`config.mk`:
```
export PLATFORM = sky130hd
export DESIGN_NAME = ps2_zx_keyboard
export DESIGN_NICKNAME = d
export VERILOG_FILES = /design/src/rtl/ps2_zx_keyboard.sv
export SDC_FILE = /design/constraint.sdc
export NUM_CORES = 1
export LEC_CHECK = 0
export CAP_MARGIN = 20
export CORE_UTILIZATION = 31
export CTS_CLUSTER_DIAMETER = 30
export DETAILED_ROUTE_END_ITERATION = 8
export PLACE_DENSITY_LB_ADDON = 0.08
export SLEW_MARGIN = 10
export SYNTH_ARGS = -nofsm -noshare
export SYNTH_HDL_FRONTEND = slang
export SYNTH_SLANG_ARGS = --single-unit
export TNS_END_PERCENT = 20
```
`constraint.sdc`:
```
create_clock -name clk_sys -period 4.5 [get_ports clk_sys]
set_input_delay 0.9 -clock clk_sys [delete_from_list [all_inputs] [get_ports clk_sys]]
set_output_delay 0.9 -clock clk_sys [all_outputs]
set_load 0.01 [all_outputs]
```
`src/rtl/ps2_zx_keyboard.sv`:
```
// PS/2 keyboard receiver feeding an 8x5 ZX81 key matrix read through the
// active-low Z80 row select. Handles E0/F0 prefixes and frame checking.
module ps2_zx_keyboard #(
  parameter int TIMEOUT = 20000
) (
  input  logic       clk_sys,
  input  logic       reset_n,
  input  logic       ps2_kbd_clk,
  input  logic       ps2_kbd_data,
  input  logic [7:0] row_sel_n,
  output logic [4:0] kbd_col_n,
  output logic       key_valid,
  output logic [7:0] key_code,
  output logic       key_pressed,
  output logic       key_ext,
  output logic       frame_err
);

  localparam logic [1:0] PRE_IDLE   = 2'd0;
  localparam logic [1:0] PRE_EXT    = 2'd1;
  localparam logic [1:0] PRE_BRK    = 2'd2;
  localparam logic [1:0] PRE_EXTBRK = 2'd3;

  localparam int WD_W = $clog2(TIMEOUT + 1);
  localparam logic [WD_W-1:0] TO_LAST = WD_W'(TIMEOUT - 1);

  logic [2:0]      ck_q;
  logic [1:0]      dt_q;
  logic [3:0]      bit_cnt_q, bit_cnt_d;
  logic [7:0]      shift_q, shift_d;
  logic            par_q, par_d;
  logic [WD_W-1:0] wd_q, wd_d;
  logic            byte_vld_q, byte_vld_d;
  logic [7:0]      byte_q, byte_d;
  logic            frame_err_q, frame_err_d;

  logic [1:0]      pre_q, pre_d;
  logic [39:1]     keys_q, keys_d;
  logic            lsh_q, lsh_d, rsh_q, rsh_d;
  logic            key_valid_q, key_valid_d;
  logic [7:0]      key_code_q, key_code_d;
  logic            key_pressed_q, key_pressed_d;
  logic            key_ext_q, key_ext_d;

  logic            fall, din, is_ext, is_brk, map_hit;
  logic [5:0]      map_idx;
  logic [39:0]     key_mat;
  logic [4:0]      col;

  // ck_q[2] is the previous synchronised clock, ck_q[1] the current one.
  assign fall = ck_q[2] & ~ck_q[1];
  assign din  = dt_q[1];

  always_comb begin
    bit_cnt_d   = bit_cnt_q;
    shift_d     = shift_q;
    par_d       = par_q;
    wd_d        = wd_q;
    byte_vld_d  = 1'b0;
    byte_d      = byte_q;
    frame_err_d = 1'b0;
    if (fall) begin
      wd_d = '0;
      if (bit_cnt_q == 4'd0) begin
        if (din) frame_err_d = 1'b1;
        else     bit_cnt_d   = 4'd1;
      end else if (bit_cnt_q <= 4'd8) begin
        shift_d   = {din, shift_q[7:1]};
        bit_cnt_d = bit_cnt_q + 4'd1;
      end else if (bit_cnt_q == 4'd9) begin
        par_d     = din;
        bit_cnt_d = 4'd10;
      end else begin
        bit_cnt_d = 4'd0;
        if (din && (par_q ^ (^shift_q))) begin
          byte_vld_d = 1'b1;
          byte_d     = shift_q;
        end else begin
          frame_err_d = 1'b1;
        end
      end
    end else if (bit_cnt_q != 4'd0) begin
      if (wd_q == TO_LAST) begin
        frame_err_d = 1'b1;
        bit_cnt_d   = 4'd0;
        wd_d        = '0;
      end else begin
        wd_d = wd_q + 1'b1;
      end
    end
  end

  always_ff @(posedge clk_sys or negedge reset_n) begin
    if (!reset_n) begin
      ck_q        <= 3'b111;
      dt_q        <= 2'b11;
      bit_cnt_q   <= 4'd0;
      shift_q     <= 8'h00;
      par_q       <= 1'b0;
      wd_q        <= '0;
      byte_vld_q  <= 1'b0;
      byte_q      <= 8'h00;
      frame_err_q <= 1'b0;
    end else begin
      ck_q        <= {ck_q[1:0], ps2_kbd_clk};
      dt_q        <= {dt_q[0], ps2_kbd_data};
      bit_cnt_q   <= bit_cnt_d;
      shift_q     <= shift_d;
      par_q       <= par_d;
      wd_q        <= wd_d;
      byte_vld_q  <= byte_vld_d;
      byte_q      <= byte_d;
      frame_err_q <= frame_err_d;
    end
  end

  assign is_ext = (pre_q == PRE_EXT) || (pre_q == PRE_EXTBRK);
  assign is_brk = (pre_q == PRE_BRK) || (pre_q == PRE_EXTBRK);

  // Matrix bit index is row*5 + column; index 0 (Shift) comes from the shift flags.
  always_comb begin
    map_hit = 1'b1;
    map_idx = 6'd0;
    case (byte_q)
      8'h1A: map_idx = 6'd1;   8'h22: map_idx = 6'd2;
      8'h21: map_idx = 6'd3;   8'h2A: map_idx = 6'd4;
      8'h1C: map_idx = 6'd5;   8'h1B: map_idx = 6'd6;
      8'h23: map_idx = 6'd7;   8'h2B: map_idx = 6'd8;
      8'h34: map_idx = 6'd9;   8'h15: map_idx = 6'd10;
      8'h1D: map_idx = 6'd11;  8'h24: map_idx = 6'd12;
      8'h2D: map_idx = 6'd13;  8'h2C: map_idx = 6'd14;
      8'h16: map_idx = 6'd15;  8'h1E: map_idx = 6'd16;
      8'h26: map_idx = 6'd17;  8'h25: map_idx = 6'd18;
      8'h2E: map_idx = 6'd19;  8'h45: map_idx = 6'd20;
      8'h46: map_idx = 6'd21;  8'h3E: map_idx = 6'd22;
      8'h3D: map_idx = 6'd23;  8'h36: map_idx = 6'd24;
      8'h4D: map_idx = 6'd25;  8'h44: map_idx = 6'd26;
      8'h43: map_idx = 6'd27;  8'h3C: map_idx = 6'd28;
      8'h35: map_idx = 6'd29;  8'h5A: map_idx = 6'd30;
      8'h4B: map_idx = 6'd31;  8'h42: map_idx = 6'd32;
      8'h3B: map_idx = 6'd33;  8'h33: map_idx = 6'd34;
      8'h29: map_idx = 6'd35;  8'h49: map_idx = 6'd36;
      8'h3A: map_idx = 6'd37;  8'h31: map_idx = 6'd38;
      8'h32: map_idx = 6'd39;
      default: map_hit = 1'b0;
    endcase
    if (is_ext && byte_q != 8'h5A) map_hit = 1'b0;
  end

  always_comb begin
    pre_d         = pre_q;
    keys_d        = keys_q;
    lsh_d         = lsh_q;
    rsh_d         = rsh_q;
    key_valid_d   = 1'b0;
    key_code_d    = key_code_q;
    key_pressed_d = key_pressed_q;
    key_ext_d     = key_ext_q;
    if (byte_vld_q) begin
      case (byte_q)
        8'hE0: begin
          if (pre_q == PRE_IDLE)     pre_d = PRE_EXT;
          else if (pre_q == PRE_BRK) pre_d = PRE_EXTBRK;
        end
        8'hF0: begin
          if (pre_q == PRE_IDLE)     pre_d = PRE_BRK;
          else if (pre_q == PRE_EXT) pre_d = PRE_EXTBRK;
        end
        8'hE1, 8'hFA, 8'hAA, 8'hEE, 8'hFE: ;
        default: begin
          key_valid_d   = 1'b1;
          key_code_d    = byte_q;
          key_pressed_d = ~is_brk;
          key_ext_d     = is_ext;
          pre_d         = PRE_IDLE;
          if (!is_ext && byte_q == 8'h12)      lsh_d = ~is_brk;
          else if (!is_ext && byte_q == 8'h59) rsh_d = ~is_brk;
          else if (map_hit)                    keys_d[map_idx] = ~is_brk;
        end
      endcase
    end
  end

  always_ff @(posedge clk_sys or negedge reset_n) begin
    if (!reset_n) begin
      pre_q         <= PRE_IDLE;
      keys_q        <= '0;
      lsh_q         <= 1'b0;
      rsh_q         <= 1'b0;
      key_valid_q   <= 1'b0;
      key_code_q    <= 8'h00;
      key_pressed_q <= 1'b0;
      key_ext_q     <= 1'b0;
    end else begin
      pre_q         <= pre_d;
      keys_q        <= keys_d;
      lsh_q         <= lsh_d;
      rsh_q         <= rsh_d;
      key_valid_q   <= key_valid_d;
      key_code_q    <= key_code_d;
      key_pressed_q <= key_pressed_d;
      key_ext_q     <= key_ext_d;
    end
  end

  assign key_mat = {keys_q, lsh_q | rsh_q};

  always_comb begin
    col = 5'd0;
    for (int r = 0; r < 8; r++) begin
      if (!row_sel_n[r]) col = col | key_mat[r*5 +: 5];
    end
  end

  assign kbd_col_n   = ~col;
  assign key_valid   = key_valid_q;
  assign key_code    = key_code_q;
  assign key_pressed = key_pressed_q;
  assign key_ext     = key_ext_q;
  assign frame_err   = frame_err_q;

endmodule

```
==> reports/metrics.cfg <==
[outcome]
status=completed

[sta]
final.setup_skew_ps=6.060
slew_violations=0
min_period_ps=3612
period_share_pct=80.28
setup_ws_ps=887.5
hold_viol_final=0
rsz0062_at_grt=false
worst_slew_pin_slew_ps=1049
fmax_mhz=276.8
setup_viol=0
slew_headroom_pct=30.04
finalSetupTns_ps=0
hold_slack_ps=359.0

[run]
cap_violations=0

[global_route]
grt_max_degree=65
grt_pass1_wl_mm=23.20
grt_pass1_vias=4274
grt.overflow.total=0
antenna_found_initial=0
grtUsageTotal_pct=16.28

[synth]
async_reset_ff_share_pct=100.0
syn-cell-area_sq_um=5615
synthCells=556
synth.area.top_cells=dfrtp_1 (41%), mux2i_1 (6.8%), mux2_2 (5.2%)
syn-num-nets=572
ys.flop_type=dfrtp_1
yosys_warnings=0
yosys.area.top_type=dfrtp_1
syn-mean-instance-area_sq_um=10.10
yosysUniqueCellTypes=71
synth_edf_count=0
ys_ff_latch=97
synth-seq-area-share_pct=43.34
yosysTopAreaCellShare_pct=41.00

[route]
drc=0
dr_total_vias=4199
drtPass1Iterations=6
wl_per_cell_um=17.70
drtIter0Drc=276
wl_mm=14.09
via_per_inst=5.275
ant_nets=0

[critical_path]
critPathKind=in2out
crit_path_end_kind=output pin
path_buf_inv=2
critPathLaunchType=input port
path_depth=5
crit_path_max_fanout=5
critPathMaxStageDelay_ps=580
crit_arrival_ps=2710
worstPathCellList=clkdlybuf4s50_1 -> o22ai_1 -> nor4_1 -> o21a_1 -> clkdlybuf4s50_1
cp.required_ps=3600
path_delay_family=buffers and inverters
rr_worst_depth=7
slowest_stage=clkdlybuf4s50_1
worst_path_most_repeated_cell=clkdlybuf4s50_1

[clock_tree]
cts_sinks=97
clock-root-buffer=clkbuf_16
ctsHoldBuffers=0
clk_latency_ps=350
ctsResizeCount=0
htreeDepth=3
clk_path_buf_depth=2
clk_pin_slew_ps=70
cts_buffers=9
post_cts_buffers=0
cts_tree=yes

[layout]
post-route-util_pct=36.11
drive_gt1_share_pct=15.41
nets=582
syn2layout_area_growth_pct=12.39
n_antenna_cell=0
nFillCells=1735

[pwr]
pwr-share-clk_pct=34.4
p_sw_mw=0.6385
p_comb_share_pct=17.8
intPower_mw=1.518
p_sw_share_pct=29.60
seq_power_share_pct=47.8
p_per_area_nw_per_um2=341.8
peakVddDrop_v=0.0002170
cellLeakagePower_nw=2.425

[min_path]
hold_depth=0
hp-class=reg2reg

[floorplan]
floorplan.initialDensity_pct=32.13
rows=48
die_w_um=136.6
die_y_um=136.6
coreArea_sq_um=17480
ioPinCount=29
dieArea_sq_um=18660

[placed_design]
port_buffers=28
gp_congestion=0.8743
place_ws_ps=938.4
post-dp-hpwl_mm=9.496

==> synth_stat cells, drive strengths merged (3+ instances only) <==
cell type	instances
dfrtp	92
inv	51
nor3	42
mux2i	38
buf	30
nor2	30
mux2	26
o22ai	24
nand2	21
nand2b	15
xor2	15
a21oi	12
o21ai	12
nand3	11
nor4	11
a31oi	10
nor2b	9
nand4	8
xnor2	8
and2	6
clkbuf	6
dfstp	5
nand3b	5
or3b	5
a211oi	4
a41oi	4
ha	4
nor4b	4
o31ai	4
o32ai	4
nand4b	3
o2111ai	3
or2	3
or4b	3
==> power groups by stage <==
stage / Combinational, mW / Sequential (mW) / Clock, mW
finish: 0.385 / 1.03 / 0.742
global route: 0.438 / 1.04 / 0.810
floorplan: 0.309 / 1.01 / 0
global placement: 0.381 / 1.05 / 0
detailed placement: 0.384 / 1.05 / 0
CTS: 0.387 / 1.03 / 0.776
==> metal layers <==
| layer | GRT usage (%) | wire (um) |
|---|---|---|
| met1 | 21.51 | 6695 |
| met2 | 26.82 | 6734 |
| met3 | 2.778 | 420 |
| met4 | 5.494 | 243 |
| met5 | 0 | 0 |
==> registers in the layout (all words and copies together) (netlist names) <==
name,cells
bit_cnt_q,4
byte_q,8
byte_vld_q,1
ck_q,3
dt_q,2
frame_err,1
key_code,8
key_ext,1
key_pressed,1
key_valid,1
keys_q,39
lsh_q,1
par_q,1
pre_q,2
rsh_q,1
shift_q,8
wd_q,15
==> worst register-to-register path, delay by kind of cell (launching register included) <==
| kind | cells | cell delay [ps] |
|---|---|---|
| AOI/OAI and AO/OA | 1 | 200 |
| buffers and inverters | 1 | 320 |
| and+or+nand+nor | 4 | 1610 |
| DFF | 1 | 820 |
| muxes | 1 | 230 |
==> final timing paths <==
path                       slack, ps            to         start
setup / recovery                 890  kbd_col_n[0]  row_sel_n[2]
hold / removal                   360       dt_q[1]       dt_q[0]
setup reg to reg                1240    keys_q[29]     byte_q[2]
hold reg to reg                  360       dt_q[1]       dt_q[0]
max in group asynchronous       2860       ck_q[2]       reset_n
min in group asynchronous        660   key_code[5]       reset_n
==> cell usage in the layout (no fill, tap or decap), drive strengths merged, types with 11 or more instances in the layout <==
cell type,instances
mux2,26
mux2i,38
dfrtp,92
inv,52
clkdlybuf4s50,27
nand2,21
o22ai,24
nand2b,15
nor2,30
nor4,11
clkbuf,11
a21oi,12
nand3,11
xor2,15
nor3,42
o21ai,12
==> stage by stage <==
step / std cells / cell area [sq um] / power (mW)
floorplan: 556 / 5615 / 1.321
global placement: 779 / 6002 / 1.428
detailed placement: 779 / 6002 / 1.433
CTS: 795 / 6284 / 2.195
global route: 796 / 6311 / 2.292
finish: 796 / 6311 / 2.157
==> cell families (layout without fill, tap and decap cells) <==
logic type / count (synthesis) / count (layout) / share of synthesized area (%)
and+or+nand+nor: 191 / 191 / 21.70
DFF: 97 / 97 / 43.34
AOI/OAI and AO/OA: 90 / 90 / 11.10
buffers and inverters: 87 / 102 / 7.397
muxes: 64 / 64 / 11.99
xor gates and xnor gates: 23 / 23 / 3.587
adders and majority gates: 4 / 4 / 0.8913
==> final cells by class <==
class / count / area, sq um / area share [%]
Clock buffer: 11 / 242.7 / 3.846
Clock inverter: 5 / 38.79 / 0.6146
Inverter: 51 / 191.4 / 3.033
Multi-Input combinational cell: 372 / 2773 / 43.93
Sequential cell: 97 / 2434 / 38.56
Tap cell: 225 / 281.5 / 4.461
Timing Repair Buffer: 35 / 350.3 / 5.551
Power figures use the tool's default switching activity.
